### config.mk
export PLATFORM = sky130hd
export DESIGN_NAME = sort_frame_collector
export DESIGN_NICKNAME = d
export VERILOG_FILES = /design/src/rtl/sort_frame_collector.sv
export SDC_FILE = /design/constraint.sdc
export NUM_CORES = 1
export LEC_CHECK = 0
export CAP_MARGIN = 10
export CORE_AREA = 2 2 124 126
export DETAILED_ROUTE_END_ITERATION = 10
export DIE_AREA = 0 0 126 128
export DONT_BUFFER_PORTS = 1
export GPL_ROUTABILITY_DRIVEN = 1
export MAX_ROUTING_LAYER = met4
export PLACE_DENSITY = 0.55
export SETUP_SLACK_MARGIN = 0.15
export SKIP_CTS_REPAIR_TIMING = 1
export SLEW_MARGIN = 20
export SYNTH_ARGS = -nofsm -noshare
export SYNTH_HDL_FRONTEND = slang
export SYNTH_SLANG_ARGS = --single-unit
### constraint.sdc
create_clock -name clk -period 4.8 [get_ports clk]
set_input_delay 0.48 -clock clk [delete_from_list [all_inputs] [get_ports clk]]
set_output_delay 0.48 -clock clk [all_outputs]
set_load 0.05 [all_outputs]
### src/rtl/sort_frame_collector.sv
// sort_frame_collector: gathers a serial sample stream into N-wide frames for
// the 6-element sorter. One frame is held at the output while the next one is
// assembled; a short frame (closed early by in_last) is padded with PAD.
module sort_frame_collector #(
  parameter int              DW  = 8,
  parameter int              N   = 6,
  parameter logic [DW-1:0]   PAD = 8'hFF
) (
  input  logic              clk,
  input  logic              reset,
  input  logic [DW-1:0]     in_data,
  input  logic              in_valid,
  input  logic              in_last,
  output logic              in_ready,
  output logic [N*DW-1:0]   out_data,
  output logic [2:0]        out_count,
  output logic              out_valid,
  input  logic              out_ready
);

  // State registers
  logic [N*DW-1:0] fill_r;
  logic [2:0]      idx_r;
  logic            pending_r;
  logic [2:0]      pend_count_r;
  logic [N*DW-1:0] out_data_r;
  logic [2:0]      out_count_r;
  logic            out_valid_r;
  logic            in_ready_r;

  // Next-state values
  logic [N*DW-1:0] fill_n;
  logic [2:0]      idx_n;
  logic            pending_n;
  logic [2:0]      pend_count_n;
  logic [N*DW-1:0] out_data_n;
  logic [2:0]      out_count_n;
  logic            out_valid_n;

  // Handshake qualifiers and the padded frame as it would look if closed now
  logic            accept_s;
  logic            last_s;
  logic            drain_s;
  logic            out_free_s;
  logic [2:0]      count_s;
  logic [N*DW-1:0] frame_s;

  // in_ready is the registered complement of the next pending state, so it
  // never depends combinationally on out_ready.
  assign accept_s   = in_valid & in_ready_r;
  assign last_s     = accept_s & ((idx_r == 3'(N - 1)) | in_last);
  assign drain_s    = out_valid_r & out_ready;
  assign out_free_s = ~out_valid_r | drain_s;
  assign count_s    = idx_r + 3'd1;

  // Build the closing frame: stored samples below idx, the live sample at idx, PAD above.
  always_comb begin
    frame_s = '0;
    for (int i = 0; i < N; i++) begin
      if (3'(i) < idx_r) begin
        frame_s[i*DW +: DW] = fill_r[i*DW +: DW];
      end else if (3'(i) == idx_r) begin
        frame_s[i*DW +: DW] = in_data;
      end else begin
        frame_s[i*DW +: DW] = PAD;
      end
    end
  end

  // Next-state logic for the fill buffer, the pending slot and the output register.
  always_comb begin
    fill_n       = fill_r;
    idx_n        = idx_r;
    pending_n    = pending_r;
    pend_count_n = pend_count_r;
    out_data_n   = out_data_r;
    out_count_n  = out_count_r;
    out_valid_n  = out_valid_r;
    if (pending_r) begin
      // Input is stalled; the frozen, already padded frame moves out on drain.
      if (drain_s) begin
        out_data_n  = fill_r;
        out_count_n = pend_count_r;
        out_valid_n = 1'b1;
        pending_n   = 1'b0;
      end else begin
        pending_n   = 1'b1;
      end
    end else begin
      if (drain_s) begin
        out_valid_n = 1'b0;
      end else begin
        out_valid_n = out_valid_r;
      end
      if (last_s) begin
        idx_n = 3'd0;
        if (out_free_s) begin
          out_data_n  = frame_s;
          out_count_n = count_s;
          out_valid_n = 1'b1;
        end else begin
          // Park the padded frame in the fill buffer until the output drains.
          fill_n       = frame_s;
          pend_count_n = count_s;
          pending_n    = 1'b1;
        end
      end else if (accept_s) begin
        fill_n[DW*idx_r +: DW] = in_data;
        idx_n                  = idx_r + 3'd1;
      end else begin
        idx_n = idx_r;
      end
    end
  end

  // State register with synchronous active-high reset.
  always_ff @(posedge clk) begin
    if (reset) begin
      fill_r       <= '0;
      idx_r        <= 3'd0;
      pending_r    <= 1'b0;
      pend_count_r <= 3'd0;
      out_data_r   <= '0;
      out_count_r  <= 3'd0;
      out_valid_r  <= 1'b0;
      in_ready_r   <= 1'b1;
    end else begin
      fill_r       <= fill_n;
      idx_r        <= idx_n;
      pending_r    <= pending_n;
      pend_count_r <= pend_count_n;
      out_data_r   <= out_data_n;
      out_count_r  <= out_count_n;
      out_valid_r  <= out_valid_n;
      in_ready_r   <= ~pending_n;
    end
  end

  assign in_ready  = in_ready_r;
  assign out_data  = out_data_r;
  assign out_count = out_count_r;
  assign out_valid = out_valid_r;

endmodule

# Word-level counts from Yosys, hierarchy flattened
# Index checks and enable logic that the tools add are counted.
[op_classes]
addsub = 2
eq_ne = 8
mul = 0
mux = 35
reduce_logical = 8
bitwise_logic = 9
n_shift = 2
div_mod_pow = 0
order_cmp = 6
[op_table]
columns = ["operator", "count"]
rows = [
  ["$mux W48", 7],
  ["$mux W8", 12],
  ["$bwmux W48", 1],
  ["$shift A8 B34 Y48 const A", 1],
  ["$shiftx A8 B34 Y48", 1],
  ["$neg A6 Y34", 1],
  ["$mux W3", 6],
  ["$mux W1", 9],
  ["$reduce_and A3 Y1", 3],
  ["$eq A2 B3 Y1 const A", 2],
  ["$eq A3 B3 Y1 const A", 2],
  ["$lt A1 B3 Y1 const A", 2],
  ["$lt A2 B3 Y1 const A", 2],
  ["$lt A3 B3 Y1 const A", 2],
  ["$reduce_bool A2 Y1", 3],
  ["$not A1 Y1", 4],
  ["$add A3 B1 Y3 const B", 1],
  ["$and A1 B1 Y1", 3],
  ["$eq A1 B3 Y1 const A", 1],
  ["$eq A3 B3 Y1 const B", 1],
  ["$logic_not A3 Y1", 1],
  ["$ne A2 B1 Y1 const B", 1],
  ["$ne A2 B2 Y1 const B", 1],
  ["$or A1 B1 Y1", 2],
  ["$reduce_and A2 Y1", 1],
]
[totals]
ram_bits = 0
mem_count = 0
romBits = 0
word_cells = 78
output_inout_bits = 53
latchBits = 0
ff_bits = 108

# Depth between registers and ports, before layout
# Gate-level depths: netlist (run 1).
[logic_depth]
depth_word = 6
ltp_mapped = 12
depth_no_buf = 8

# Worst setup path after synthesis (run 1)
# OpenSTA, ideal clock, no wires.
[synth_path]
path_kind = "reg2reg"
from = "register idx_r[0]"
to = "register fill_r[22]"
setup_time_ns = 0.079
arrival_ns = 2.943
path_stages_with_launch = 12
n_path_buf = 3
path_slack_ns = 1.777
period_less_slack_ns = 3.023
path_cell_list = "dfxtp_1 buf_6 clkbuf_1 clkinv_1 ha_1 ha_1 nand3b_4 or3_4 a211oi_4 buf_6 nor2_1 a211oi_2"
[synth_between]
elab_chain_cells = 5
[synth_lines]
columns = ["element", "line_no", "text"]
rows = [
  ["start: declaration", "23", "logic [2:0] idx_r;"],
  ["start signal: assignment", "129", "idx_r <= idx_n;"],
  ["$neg A6 Y34, or another cell as far along", "108", "fill_n[DW*idx_r +: DW] = in_data;"],
  ["$shiftx A8 B34 Y48, or another cell as far along", "108", ""],
  ["$bwmux W48, or another cell as far along", "108", ""],
  ["$mux W48, or another cell as far along", "107", "end else if (accept_s) begin"],
  ["$mux W48 or $reduce_and A3 Y1 (tied branches)", "-", ""],
  ["end signal: assignment", "128", "fill_r <= fill_n;"],
  ["end: declaration", "22", "logic [N*DW-1:0] fill_r;"],
]
# Parallel ways exist; a longest one is shown, timed or not. The select of a mux whose other input is x is not followed.
# A chain may end at the register's enable or synchronous reset.

# Worst setup path in the final report (run 1)
[layout_path]
from = "register idx_r[0]"
to = "register fill_r[34]"
[layout_between]
elab_chain_cells = 5
[layout_lines]
columns = ["element", "line_no"]
rows = [
  ["$neg A6 Y34, or another cell as far along", "108"],
  ["$shiftx A8 B34 Y48, or another cell as far along", "108"],
  ["$bwmux W48, or another cell as far along", "108"],
  ["$mux W48, or another cell as far along", "107"],
  ["$mux W48 or $reduce_and A3 Y1 (tied branches)", "-"],
]
# Parallel ways exist; a longest one is shown, timed or not. The select of a mux whose other input is x is not followed.

==> results.py, run 1 <==
metrics = {
    "outcome": {
        "status": "complete, no violations",
    },
    "timing": {
        "worst_slew_pin_slew_ps": 956,
        "max_slew_margin_pct": 36.0,
        "fin_setup_tns_ps": 0,
        "setup_viol": 0,
        "finalClockSkew_ps": 15.4,
        "hold_viol_final": 0,
        "rsz0062_at_grt": "no",
        "layout_min_cycle_time_ps": 3680,
        "fmax_mhz": 272,
        "min_period_over_period_pct": 76.6,
        "slew_violations": 0,
    },
    "detailed_routing": {
        "drc_errors": 0,
        "drt_iter0_drc": 515,
        "routedWlPerCell_um": 19.9,
        "vias": 5367,
        "vias_per_cell": 6.09,
        "ant_nets": 0,
        "wl_um": 17500,
        "firstDrtPassIters": 5,
    },
    "synthesis": {
        "synth_warnings": 0,
        "synth-seq-cells": 108,
        "synth_edf_count": 0,
        "synth_cells": 737,
        "ys_seq_area_share_pct": 37.0,
        "synthArstFlopShare_pct": 0,
        "synthFlopType": "dfxtp_1",
        "synth_cell_types": 58,
        "avgSynthCellArea_um2": 7.92,
        "syn_area_mm2": 0.00584,
        "synth_fp_nets": 756,
    },
    "grt": {
        "grt_max_degree": 109,
        "grt_first_pass_wirelength_um": 28200,
        "overflow": 0,
        "antenna_found_initial": 0,
        "track_usage_pct": 22.5,
        "grt_pass1_vias": 5199,
    },
    "placed_design": {
        "hpwl_um": 11400,
        "io_buffers": 0,
        "gp_congestion": 0.849,
        "postPlaceCellArea_mm2": 0.00580,
    },
    "layout": {
        "layout-drive-gt1-share_pct": 8.50,
        "nNetsFinal": 708,
        "fill_cells": 1512,
        "synthToLayoutAreaGrowth_pct": 4.54,
        "finish.utilization_pct": 41.1,
        "n_antenna_cell": 0,
        "stdcell_area_mm2": 0.00610,
    },
    "power": {
        "power.density_mw_per_mm2": 351,
        "p_leak_nw": 2.11,
        "peakVddDrop_v": 0.000181,
    },
    "setup_path": {
        "worstPathRequired_ps": 5060,
        "path_max_fanout": 29,
        "slowest_delay_ps": 650,
        "critPathKind": "reg2reg",
        "crit_slowest_cell": "nor4b_2",
        "cp-end-kind": "register",
        "crit_path_cell_trace": "buf_4, clkinv_1, ha_1, ha_1, nor4b_2, nand2_1, a211oi_2, buf_4, o31ai_1, a211oi_1",
        "critPathTopFamily": "buffers and inverters",
        "crit_path_start_kind": "register",
        "critPathBufInv": 3,
        "worstPathArrival_ps": 3940,
    },
    "floorplanning": {
        "fp.coreArea_mm2": 0.0149,
        "row_count": 45,
        "die_width_um": 126,
        "ios": 66,
        "dieArea_mm2": 0.0161,
        "chipHeight_um": 128,
        "initial_core_util_pct": 39.3,
    },
    "clocking": {
        "cts_tree": "built",
        "htreeDepth": 3,
        "cts_root_buf": "clkbuf_16",
        "clk_pin_slew_worst_paths_ps": 80,
        "clk_latency_ps": 370,
        "clock-sinks": 108,
        "numCtsBuffers": 9,
        "cts_max_path_buffers": 2,
    },
    "worst_hold_path": {
        "hp-class": "in2reg",
    },
    "run": {
        "maxCapViolCount": 0,
    },
}
state kept, by name (all words and copies together) (netlist names):
name	count
pending_r	1
out_valid	1
in_ready	1
fill_r	48
idx_r	3
pend_count_r	3
out_count	3
out_data	48
cell usage in the layout, fill, tap and decap left out, types with 5 or more instances in the layout:
cell type,netlist,routed
a41oi_1,5,5
nor2_1,135,135
or3b_2,8,8
o21ai_0,20,20
nand2_1,65,65
ha_1,6,6
nand4_1,8,8
o22ai_1,5,5
a311oi_1,17,17
o211ai_1,19,19
clkbuf_16,0,9
a31oi_1,18,18
nor4_1,8,8
and2_1,9,9
nand2b_1,9,9
a21oi_1,72,71
a211oi_1,38,38
inv_1,15,15
nor3_1,21,21
dfxtp_1,108,108
a311o_1,8,8
a211oi_2,5,5
nand3_1,10,10
mux2i_1,8,8
buf_4,4,10
cell usage after synthesis (all sizes together), types with 2 or more instances:
cell      n  area (um^2)
nor2b     2         12.5
nand2    65          244
o22ai     5         31.3
nand3    10         50.1
a211o     2         17.5
nand2b    9         56.3
a22oi     2         15.0
nor3     22          121
o21ai    21          109
clkbuf   38          144
dfxtp   108         2160
o211a     4         40.0
and3      4         25.0
a21o      2         22.5
nand3b    7         90.1
buf      31          214
a31oi    18          113
nand4     8         50.1
ha        6         75.1
o221ai    3         26.3
a211oi   47          428
a311o     8         80.1
a41oi     5         43.8
and3b     2         17.5
or3b      8         70.1
clkinv    2         7.51
nor4      9         71.3
and2      9         56.3
o211ai   20          155
a311oi   19          179
a21oi    73          369
mux2i     8         80.1
nor2    136          513
inv      15         56.3
cell families after synthesis:
kind of cell	synth area share, %
fa+ha+maj	1.29
simple gates	24.5
compound gates	28.5
buf+inv	7.22
xor+xnor	0.150
mux	1.37
flops	37.0
per-layer routing:
metal  part of all wire, %  vias to the layer above  wire length [um]  GRT usage [%]
li1                      -                     2572                 -              -
met1                    47                     2584              8170           29.8
met2                    44                      172              7740           33.0
met3                   6.2                       39              1080           4.88
met4                   3.1                        0               537           9.76
met5                     0                        -                 0              -
path summary, 6_finish.rpt:
kind                      startpoint                        end  slack [ps]  cells after the start
min                            reset  out_data[40]$_SDFFE_PP0P_         180                      1
max            idx_r[0]$_SDFFE_PP0P_    fill_r[34]$_SDFFE_PP0P_        1120                     10
min reg2reg  fill_r[33]$_SDFFE_PP0P_    fill_r[33]$_SDFFE_PP0P_         460                      2
max reg2reg    idx_r[0]$_SDFFE_PP0P_    fill_r[34]$_SDFFE_PP0P_        1120                     10
stage by stage:
step	instances	setup slack (ps)	power (W)	hold slack, ps
CTS	882	1200	0.00215	178
detailed placement	866	1230	0.00139	440
global placement	866	1460	0.00138	442
global route	882	893	0.00223	178
finish	882	1120	0.00214	184
floorplan	737	1780	0.00135	434
report_power, final:
group	total (W)	switching, W	internal (W)
logic	0.000252	0.000162	0.0000895
clock network	0.000777	0.000359	0.000419
registers	0.00112	0.000165	0.000951
final cells by class:
cell class,count,area (um^2),share of cell area [%]
inverter,17,63.8,1.05
clock buffer,10,239,3.92
tap,188,235,3.85
multi-input combinational,543,3270,53.5
timing repair buffer,10,75.1,1.23
sequential,108,2160,35.4
clock inverter,6,61.3,1.00
Power figures use the tool's default switching activity.
==> inputs of run 2 (changes only) <==
- ABC_AREA: not set -> 1
- CORE_AREA: 2 2 124 126 -> 2 2 133 135
- DIE_AREA: 0 0 126 128 -> 0 0 135 137
- clock period: 4.8 -> 3.7 ns (I/O delays scaled with it)
==> run 2 against run 1 <==
  * Clock power is 31% higher
  * Routed wire length rose by 6.0%
  * Core utilization grew 0.14 points
  * Clock skew shrank 10 ps
  * Sequential share of layout area decreased by 4.7 points
  * Sequential cell count unchanged
  * Final cell count grew 57%
  * Synthesized area up 15%
  * Setup slack worse by 430 ps
==> results.py, run 2 <==
metrics = {
    "timing": {
        "final.setup.worst_slack_ps": 698,
        "finalClockSkew_ps": 5.30,
        "max_slew_margin_pct": 35.1,
        "worst_slew_pin_slew_ps": 973,
        "rsz0062_at_grt": "no",
        "fmax_mhz": 333,
        "min_period_over_period_pct": 81.1,
        "layout_min_cycle_time_ps": 3000,
        "slew_violations": 0,
        "hold_viol_final": 0,
        "setup_viol": 0,
        "fin_setup_tns_ps": 0,
    },
    "detailed_routing": {
        "drc_errors": 0,
        "vias": 6512,
        "vias_per_cell": 4.70,
        "ant_nets": 0,
        "routedWlPerCell_um": 13.4,
        "wl_um": 18600,
        "firstDrtPassIters": 6,
        "drt_iter0_drc": 593,
    },
    "clocking": {
        "clk_pin_slew_worst_paths_ps": 80,
        "cts_max_path_buffers": 2,
        "htreeDepth": 3,
        "clk_latency_ps": 370,
        "cts_tree": "built",
        "cts_root_buf": "clkbuf_16",
        "numCtsBuffers": 9,
        "clock-sinks": 108,
    },
    "synthesis": {
        "synth_cells": 1202,
        "netlist_top_cells_count": "nand2_1 (476), nor2_1 (268), inv_1 (131)",
        "synth_edf_count": 0,
        "synth_fp_nets": 1221,
        "synthFlopType": "dfxtp_1",
        "synth-seq-cells": 108,
        "synth_cell_types": 25,
        "avgSynthCellArea_um2": 5.61,
        "synth_warnings": 0,
        "yosys.area.top_type": "dfxtp_1",
        "yosysMostFrequentCell": "nand2_1",
        "ys_seq_area_share_pct": 32.1,
        "syn_area_mm2": 0.00674,
        "synthArstFlopShare_pct": 0,
        "netlist.area_leader.share_pct": 32.1,
        "synth_area_leaders": "dfxtp_1 (32%), nand2_1 (27%), nor2_1 (15%)",
    },
    "power": {
        "p_leak_nw": 3.87,
        "peakVddDrop_v": 0.000240,
        "power.density_mw_per_mm2": 409,
    },
    "setup_path": {
        "worstPathRequired_ps": 4010,
        "r2r-start": "idx_r[0]$_SDFFE_PP0P_",
        "crit_path_cell_trace": "inv_2, ha_1, ha_1, inv_1, nor2_1, nand3_1, nor2_2, nand2_1, nand2_1, nor2_1, nor2_1",
        "crit_slowest_cell": "dfxtp_1",
        "slowest_delay_ps": 620,
        "path_max_fanout": 23,
        "crit_start": "idx_r[0]$_SDFFE_PP0P_",
        "cp-end-kind": "register",
        "crit_top_cell": "nor2_1",
        "critPathKind": "reg2reg",
        "r2r_end": "fill_r[34]$_SDFFE_PP0P_",
        "worstPathArrival_ps": 3310,
        "ff2ff_path_depth": 11,
        "crit_path_start_kind": "register",
        "endpoint": "fill_r[34]$_SDFFE_PP0P_",
        "rrSetupSlack_ps": 700,
    },
    "floorplanning": {
        "dieArea_mm2": 0.0185,
        "initial_core_util_pct": 39.5,
        "row_count": 48,
        "fp.coreArea_mm2": 0.0171,
        "chipHeight_um": 137,
        "ios": 66,
        "die_width_um": 135,
    },
    "grt": {
        "grt_max_degree": 99,
        "grt_first_pass_wirelength_um": 30500,
        "track_usage_pct": 21.2,
        "antenna_found_initial": 0,
        "overflow": 0,
        "grt_pass1_vias": 5928,
    },
    "placed_design": {
        "gp_congestion": 1.00,
        "io_buffers": 0,
        "dpl.cell_count": 1371,
        "dp_slack_ps": 757,
        "hpwl_um": 12500,
    },
    "layout": {
        "mostFrequentLayoutCells": "nand2_1 (476), nor2_1 (268), inv_1 (129)",
        "mostFrequentLayoutCell": "nand2_1",
        "nNetsFinal": 1176,
        "layout-drive-gt1-share_pct": 4.48,
        "fin_cells": 1387,
        "n_antenna_cell": 0,
        "synthToLayoutAreaGrowth_pct": 4.25,
    },
    "worst_hold_path": {
        "hp-class": "in2reg",
        "holdPathStages": 1,
    },
    "outcome": {
        "status": "complete, no violations",
    },
    "run": {
        "maxCapViolCount": 0,
    },
}
[run 2: kinds of logic (layout without fill, tap and decap cells)]
kind of cell | count (synthesis) | in the layout | synth area share (%)
compound gates | 98 | 98 | 7.37
fa+ha+maj | 6 | 6 | 1.11
buf+inv | 195 | 155 | 12.6
flops | 108 | 108 | 32.1
simple gates | 795 | 795 | 46.8
[run 2: power by group]
part           switching [W]  internal [W]  total (W)
sequential          0.000209       0.00124    0.00145
clock               0.000488      0.000528    0.00102
combinational       0.000287      0.000126   0.000413
[run 2: final cells by class]
type,count,area (um^2)
Sequential cell,108,2160
Multi-Input combinational cell,899,3730
Fill cell,1999,10000
Clock buffer,9,225
Timing Repair Buffer,4,42.5
Inverter,135,507
Clock inverter,7,77.6
Tap cell,225,282
[run 2: worst min-delay path by stage]
stage                from                           end
CTS                 reset  pend_count_r[2]$_SDFFE_PP0P_
floorplan           reset         idx_r[2]$_SDFFE_PP0P_
finish              reset  pend_count_r[2]$_SDFFE_PP0P_
global placement    reset         idx_r[2]$_SDFFE_PP0P_
global route        reset  pend_count_r[2]$_SDFFE_PP0P_
detailed placement  reset        out_valid$_SDFFE_PP0P_
[run 2: per-stage QoR]
step           total power, W  cell area [um^2]  hold slack (ps)  util (%)
6_report              0.00287              7030             65.5      41.2
5_1_grt               0.00302              7030             63.8      41.2
4_1_cts               0.00290              7030             58.7      41.2
3_5_place_dp          0.00189              6730              445      39.4
3_3_place_gp          0.00189              6730              444      39.4
2_1_floorplan         0.00182              6740              439         -
[run 2: routing by layer]
layer	vias to the layer above	global-route usage, %	part of all wire, %
met5	-	-	0
met4	0	5.73	1.5
met1	2854	28.5	49
met2	137	32.8	44
met3	25	3.96	5.5
li1	3496	-	-
[run 2: worst max-delay path: cells and delay by family, from the launching register on]
kind | cells | cell delay, ps
flops | 1 | 620
buf+inv | 2 | 530
simple gates | 7 | 970
fa+ha+maj | 2 | 820
==> inputs of run 3 (changes only) <==
- PLACE_DENSITY: 0.55 -> 0.57
- clock period: 3.7 -> 2.65 ns (I/O delays scaled with it)
==> run 3 against run 2 <==
  * First-iteration DRC count down 21%
  * Non-clock buffer count rose by 17
  * Core utilization grew 1.0 points
  * Setup slack worse by 200 ps
  * Global-route usage is 0.66 points higher
  * Clock skew up 2.0 ps
  * Sequential power rose by 39%
  * Final cell count increased by 1.2%
  * Clock power increased by 41%
  * Die area unchanged
  * Sequential share of layout area fell by 0.69 points
  * Largest power group unchanged
==> results.py, run 3 (same netlist as run 2, synthesis figures left out) <==
metrics = {
    "clocking": {
        "cts_root_buf": "clkbuf_16",
        "cts_tree": "built",
        "htreeDepth": 3,
        "cts_max_path_buffers": 2,
        "clk_pin_slew_worst_paths_ps": 80,
        "clock-sinks": 108,
        "clk_latency_ps": 360,
        "numCtsBuffers": 9,
    },
    "setup_path": {
        "crit_path_cell_trace": "inv_2, ha_1, ha_1, inv_1, nand3_1, nor2_2, nand2_1, nand2_1, nor2_1, nor2_1",
        "crit_path_start_kind": "register",
        "critPathKind": "reg2reg",
        "rrSetupSlack_ps": 500,
        "path_max_fanout": 15,
        "worstPathRequired_ps": 2960,
        "worstPathArrival_ps": 2450,
        "cp-end-kind": "register",
        "crit_slowest_cell": "dfxtp_2",
        "slowest_delay_ps": 480,
    },
    "timing": {
        "slew_violations": 0,
        "setup_viol": 0,
        "min_period_over_period_pct": 81.0,
        "rsz0062_at_grt": "no",
        "finalClockSkew_ps": 7.32,
        "fmax_mhz": 466,
        "hold_viol_final": 0,
        "worst_slew_pin_slew_ps": 736,
        "fin_hold_ws_ps": 107,
        "layout_min_cycle_time_ps": 2150,
        "max_slew_margin_pct": 50.9,
        "fin_setup_tns_ps": 0,
    },
    "grt": {
        "track_usage_pct": 21.9,
        "grt_first_pass_wirelength_um": 31300,
        "grt_pass1_vias": 6055,
        "antenna_found_initial": 0,
        "overflow": 0,
        "grt_max_degree": 59,
    },
    "detailed_routing": {
        "firstDrtPassIters": 5,
        "ant_nets": 0,
        "routedWlPerCell_um": 13.7,
        "drc_errors": 0,
        "vias": 6616,
        "vias_per_cell": 4.71,
        "wl_um": 19300,
        "drt_iter0_drc": 470,
    },
    "layout": {
        "stdcell_area_mm2": 0.00720,
        "nNetsFinal": 1193,
        "mostFrequentLayoutCell": "nand2_1",
        "layout-drive-gt1-share_pct": 5.94,
        "n_antenna_cell": 0,
        "fill_cells": 1929,
        "mostFrequentLayoutCells": "nand2_1 (476), nor2_1 (268), inv_1 (129)",
        "synthToLayoutAreaGrowth_pct": 6.77,
    },
    "floorplanning": {
        "dieArea_mm2": 0.0185,
        "ios": 66,
        "die_width_um": 135,
        "chipHeight_um": 137,
        "initial_core_util_pct": 39.5,
        "row_count": 48,
        "fp.coreArea_mm2": 0.0171,
    },
    "placed_design": {
        "io_buffers": 0,
        "gp_congestion": 0.954,
        "hpwl_um": 13200,
        "postPlaceCellArea_mm2": 0.00688,
    },
    "power": {
        "peakVddDrop_v": 0.000305,
        "p_leak_nw": 3.97,
        "power.density_mw_per_mm2": 566,
    },
    "run": {
        "maxCapViolCount": 0,
    },
    "outcome": {
        "status": "complete, no violations",
    },
    "worst_hold_path": {
        "hp-class": "in2reg",
    },
}
[run 3: cell types whose count changed in the layout (fill, tap and decap cells not counted), sizes merged]
cell	delta
buf	+16
dlygate4sd3	+1
clkbuf	+1
clkinvlp	-2
clkinv	+1
[run 3: per-stage QoR]
step                total power (W)  utilization, %  instances  setup slack (ps)
detailed placement          0.00267            40.4       1387               360
CTS                         0.00411            42.1       1403               339
global route                0.00427            42.2       1404               261
global placement            0.00266            40.4       1387               434
floorplan                   0.00254               -       1202               324
finish                      0.00407            42.2       1404               503
[run 3: path summary, 6_finish.rpt]
path | to | cells after the start | start
worst max-delay path | fill_r[34]$_SDFFE_PP0P_ | 10 | idx_r[0]$_SDFFE_PP0P_
worst min-delay path | out_valid$_SDFFE_PP0P_ | 3 | out_ready
worst max register to register | fill_r[34]$_SDFFE_PP0P_ | 10 | idx_r[0]$_SDFFE_PP0P_
worst min register to register | pend_count_r[2]$_SDFFE_PP0P_ | 2 | pend_count_r[2]$_SDFFE_PP0P_
[run 3: cell type report]
| type | count | area (um^2) | share of cell area, % |
|---|---|---|---|
| inverters | 135 | 507 | 7.04 |
| multi-input cells | 899 | 3730 | 51.9 |
| clock buffers | 10 | 239 | 3.32 |
| clock inverters | 6 | 63.8 | 0.886 |
| well taps | 225 | 282 | 3.91 |
| repair buffers | 21 | 210 | 2.92 |
| flip-flops and latches | 108 | 2160 | 30.1 |
[run 3: report_power, final]
part	internal (W)	leakage [nW]	switching (W)
sequential	0.00173	0.887	0.000288
clock	0.000760	0.144	0.000681
combinational	0.000196	2.94	0.000420
[run 3: layer usage]
layer	GRT usage [%]	vias to the layer above	part of all wire [%]
met3	3.96	24	6.0
met2	35.0	169	45
met5	-	-	0
li1	-	3524	-
met4	6.48	0	1.6
met1	28.4	2899	48
[run 3: critical path: cells and delay by family, from the launching register on]
family / cells / cell delay, ps
and+or+nand+nor: 6 / 780
adders and majority gates: 2 / 440
buffers and inverters: 2 / 380
DFF: 1 / 480
